--- config.mk ---
export PLATFORM = sky130hd
export DESIGN_NAME = dsm2_core
export DESIGN_NICKNAME = d
export VERILOG_FILES = /design/src/rtl/dsm2_core.sv
export SDC_FILE = /design/constraint.sdc
export NUM_CORES = 1
export LEC_CHECK = 0
export CORE_MARGIN = 8
export CORE_UTILIZATION = 54
export DETAILED_ROUTE_END_ITERATION = 6
export PLACE_DENSITY = 0.76
export SYNTH_ARGS = -nofsm -noshare
export SYNTH_HDL_FRONTEND = slang
export SYNTH_SLANG_ARGS = --single-unit
--- constraint.sdc ---
create_clock -name clock -period 3.1 [get_ports clock]
set_input_delay 0.31 -clock clock [delete_from_list [all_inputs] [get_ports clock]]
set_output_delay 0.31 -clock clock [all_outputs]
set_load 0.02 [all_outputs]
--- src/rtl/dsm2_core.sv ---
// dsm2_core: second-order 1-bit delta-sigma modulator with a held PCM sample and a sticky saturation flag.
// Define DSM_DITHER_EN to add the shifted dither word ahead of the quantizer.
module dsm2_core #(
    parameter int DATA_W     = 16,
    parameter int DITH_W     = 19,
    parameter int ACC_W      = 20,
    parameter int OSR        = 64,
    parameter int DITH_SHIFT = 4
) (
    input  logic                     clock,
    input  logic                     reset,
    input  logic signed [DATA_W-1:0] din,
    input  logic                     din_valid,
    output logic                     din_ready,
    input  logic signed [DITH_W-1:0] dith_i,
    output logic                     dout,
    output logic                     underrun,
    output logic                     sat_flag
);
    localparam int PH_W = $clog2(OSR);
    localparam int S_W  = ACC_W + 2;
    localparam logic signed [S_W-1:0] FS   = S_W'(2 ** (DATA_W - 1));
    localparam logic signed [S_W-1:0] AMAX = S_W'(2 ** (ACC_W - 1) - 1);
    localparam logic signed [S_W-1:0] AMIN = -AMAX - S_W'(1);

    logic [PH_W-1:0]          ph;
    logic signed [DATA_W-1:0] x_hold;
    logic signed [ACC_W-1:0]  int1, int2, n1, n2;
    logic signed [S_W-1:0]    fb, s1, s2, d, q;
    logic                     c1, c2;

    assign din_ready = (ph == PH_W'(OSR - 1)) && !reset;

`ifdef DSM_DITHER_EN
    assign d = S_W'(dith_i) >>> DITH_SHIFT;
`else
    logic unused_dith;
    assign unused_dith = ^dith_i;
    assign d = '0;
`endif

    // Both stages read the old int1, giving one register of delay between them.
    always_comb begin
        fb = dout ? FS : -FS;
        s1 = S_W'(int1) + S_W'(x_hold) - fb;
        s2 = S_W'(int2) + S_W'(int1) - fb;
        q  = S_W'(int2) + d;
        c1 = (s1 > AMAX) || (s1 < AMIN);
        c2 = (s2 > AMAX) || (s2 < AMIN);
        n1 = s1 > AMAX ? ACC_W'(AMAX) : s1 < AMIN ? ACC_W'(AMIN) : ACC_W'(s1);
        n2 = s2 > AMAX ? ACC_W'(AMAX) : s2 < AMIN ? ACC_W'(AMIN) : ACC_W'(s2);
    end

    always_ff @(posedge clock) begin
        if (reset) begin
            ph       <= '0;
            x_hold   <= '0;
            int1     <= '0;
            int2     <= '0;
            dout     <= 1'b0;
            underrun <= 1'b0;
            sat_flag <= 1'b0;
        end else begin
            ph       <= din_ready ? '0 : ph + PH_W'(1);
            if (din_ready && din_valid) x_hold <= din;
            underrun <= din_ready && !din_valid;
            int1     <= n1;
            int2     <= n2;
            dout     <= !q[S_W-1];
            if (c1 || c2) sat_flag <= 1'b1;
        end
    end
endmodule
==> implementation parameters <==
Parameter                              Value

GRT
  Total global-route track usage ... 0.1999
  Global-route wire length before repair ... 20,790 microns
  Sum of overflow across all layers after global routing ... 0
  Vias in the first global route ... 4,623
  Largest net degree at the start of global routing ... 45
  Number of antenna violations at the first check in global routing ... 0

Synthesis
  Count of mapped cells out of synthesis ... 631
  Netlist area before placement ... 5052 sq um
  Post-synth top flop ... sky130_fd_sc_hd__dfxtp_1
  Share of flip-flops with an asynchronous set or reset ... 0
  Number of library cell types mapped by synthesis ... 59
  Number of warnings printed during yosys synthesis ... 0
  EDFF count, synth ... 0
  Post-Synthesis Net Count ... 750
  Synthesized flop and latch total ... 65
  Avg Cell Area, Syn ... 8.007 sq um
  Sequential cell area fraction in the yosys report ... 0.2576

Detailed routing
  Routed wirelength normalized by instance count ... 15.81 microns
  Count of nets left with antenna violations after detail routing ... 0
  Length of the first detailed-routing pass in iterations ... 5
  Via density per instance ... 5.593
  First-iteration detailed-routing DRC count ... 191
  Routed wire length ... 13,030 microns
  Vias after detailed routing ... 4,609
  DRC violation count after routing ... 0

Die
  Core Box Area ... 9153 sq um
  Die width ... 112.7 microns
  Die height ... 112.7 microns
  FP Rows ... 35
  Ports ... 42
  Die ar. ... 12,710 sq um
  Initial Util ... 0.5520

Run
  Maxcap violations ... 0

STA
  Final setup viols ... 1
  Final worst slack ... -0.009233 ns
  Final Max Tran Viols ... 0
  Maximum clock skew at final layout ... 0.01165 ns
  TNS Setup ... -0.009233 ns
  RSZ-0062 raised after global routing ... yes
  Post-route minimum period ... 3.109 ns
  Number of endpoints with negative hold slack in the final report ... 0
  Transition at the pin with the smallest max-transition slack ... 0.5723 ns
  Max Clock Freq ... 321.6 MHz
  Relative slew slack ... 0.6185
  Share of the clock period used by the worst path after layout ... 1.003

Setup path
  Highest cell delay on the worst timing path ... 0.52 ns
  Critical-path cell list ... fa_1 -> ha_4 -> and4_4 -> nand3_4 -> or4_4 -> o221ai_4 -> xnor2_2 -> o31a_1 -> or2_4 -> buf_12 -> o31ai_4
  Kind of start point of the critical path ... register
  Critical path arrival ... 3.38 ns
  Largest fanout on the critical path ... 6
  Startpoint-to-endpoint class of the critical path ... reg2reg
  Required time of the critical path ... 3.37 ns
  End of the worst register-to-register path ... int1[4]
  Library cell contributing the largest single delay on the critical path ... sky130_fd_sc_hd__fa_1
  Depth of the worst register-to-register path ... 11
  Capturing element type of the critical path ... register
  FF-to-FF setup slack ... -0.009 ns
  Startpoint of the lowest-slack register-to-register path ... x_hold[15]

Clock network
  Clock root buffer ... sky130_fd_sc_hd__clkbuf_8
  H-tree levels ... 3
  Clock tree from TritonCTS ... built
  Worst-path clk slew ... 0.08 ns
  Clock Tree Buf Depth ... 2
  Clock latency of the later-clocked register in the worst-skew pair ... 0.35 ns
  Hold buffers post-CTS ... 0
  Total number of clock tree sinks ... 65
  Inserted Clock Buffers ... 9

Cells and area
  Fraction of final layout cells sized beyond drive strength 1 ... 0.2160
  Highest-count cells in the layout ignoring fill and taps ... sky130_fd_sc_hd__inv_1, sky130_fd_sc_hd__ha_1, sky130_fd_sc_hd__dfxtp_1
  Antenna diodes ... 0
  Number of nets in the layout ... 827
  Area grow syn2layout ... 27.54%
  Most common cell after layout, fill and taps aside ... sky130_fd_sc_hd__inv_1

Min path
  Hold path startpoint ... ph[0]
  Worst min path class ... reg2reg
  Worst hold path endpoint ... ph[0]
  Depth of the worst hold-timing path ... 1

Place
  Final weighted congestion of routability-driven global placement ... 0.9080
  Port Buffer Count ... 22
  Placed wire-length estimate ... 9132 microns
  Worst setup slack before clock tree synthesis ... -0.1010 ns

Outcome
  Violated checks ... setup timing
  Status ... complete, but fails checks
==> logic make-up (layout without fill, tap and decap cells) <==
family | Yosys count | after routing | share of synthesized area
AO/OA/AOI/OAI | 176 | 176 | 0.2301
AND/OR/NAND/NOR | 140 | 140 | 0.1325
buffers and inverters | 133 | 215 | 0.1045
adder cells (fa/ha/maj) | 81 | 81 | 0.2125
flip-flops | 65 | 65 | 0.2576
XOR/XNOR | 35 | 35 | 0.06067
multiplexers | 1 | 1 | 0.002229
==> routing by layer <==
| layer | part of all wire | track usage |
|---|---|---|
| met1 | 0.43 | 0.2267 |
| met2 | 0.51 | 0.3663 |
| met3 | 0.032 | 0.02875 |
| met4 | 0.028 | 0.08183 |
| met5 | 0 | 0 |
==> sequential cells by signal (all words and copies together), names as in the netlist <==
| signal | flops |
|---|---|
| dout | 1 |
| int1 | 20 |
| int2 | 20 |
| ph | 6 |
| sat_flag | 1 |
| underrun | 1 |
| x_hold | 16 |
==> per-stage QoR <==
step	instance area, sq um	hold WS (ns)	utilization	cells
6_report	6444	0.4602	0.7040	824
5_1_grt	6444	0.4731	0.7040	824
4_1_cts	6065	0.4643	0.6626	817
3_5_place_dp	5806	0.4428	0.6343	800
3_3_place_gp	5806	0.4310	0.6343	800
2_1_floorplan	5107	0.3868	-	631
==> how the worst max path moves through the flow <==
stage,from,endpoint,depth (start not counted)
after floorplan,dout,int1[12],13
after global placement,dout,int1[4],15
after detailed placement,dout,int1[4],13
after CTS,x_hold[15],int1[4],11
after global routing,dout,int2[9],11
final,x_hold[15],int1[4],11
==> Yosys cell counts, drive strengths merged (5+ instances only) <==
master,n,area (sq um)
dfxtp,65,1301
nor2,31,116.4
o31a,6,52.55
inv,114,427.9
clkbuf,13,51.30
nor3,10,50.05
xor2,14,122.6
and2,5,31.28
o31ai,20,160.2
o21ai,44,250.2
nand2,51,191.4
fa,8,160.2
o22ai,15,93.84
xnor2,21,183.9
a21oi,42,217.7
nor2b,8,50.05
ha,73,913.4
a21o,13,97.59
nand3,9,50.05
buf,6,48.80
nand2b,8,50.05
o21bai,6,45.04
==> worst max-delay path: cells and delay by family, from the launching register on <==
family | cells | cell delay, ns
compound gates | 3 | 0.60
xor+xnor | 1 | 0.09
fa+ha+maj | 2 | 0.82
buf+inv | 1 | 0.14
flops | 1 | 0.38
simple gates | 4 | 1.01
==> final cells by class <==
type | instances | area (sq um)
clock buffers | 10 | 127.6
flip-flops and latches | 65 | 1309
well taps | 111 | 138.9
multi-input cells | 433 | 3585
inverters | 114 | 432.9
repair buffers | 85 | 784.5
fillers | 724 | 2709
clock inverters | 6 | 66.31
==> what timing repair did <==
action	4_1_cts	5_1_grt
buffers inserted	1	5
setup endpoints to repair	39	39
pin swaps	1	25
resized for setup	14	61
gates cloned	0	2
Power is left out: the tool's default activity adds up to more than one toggle a clock period on the data nets, which glitch-free logic cannot reach.
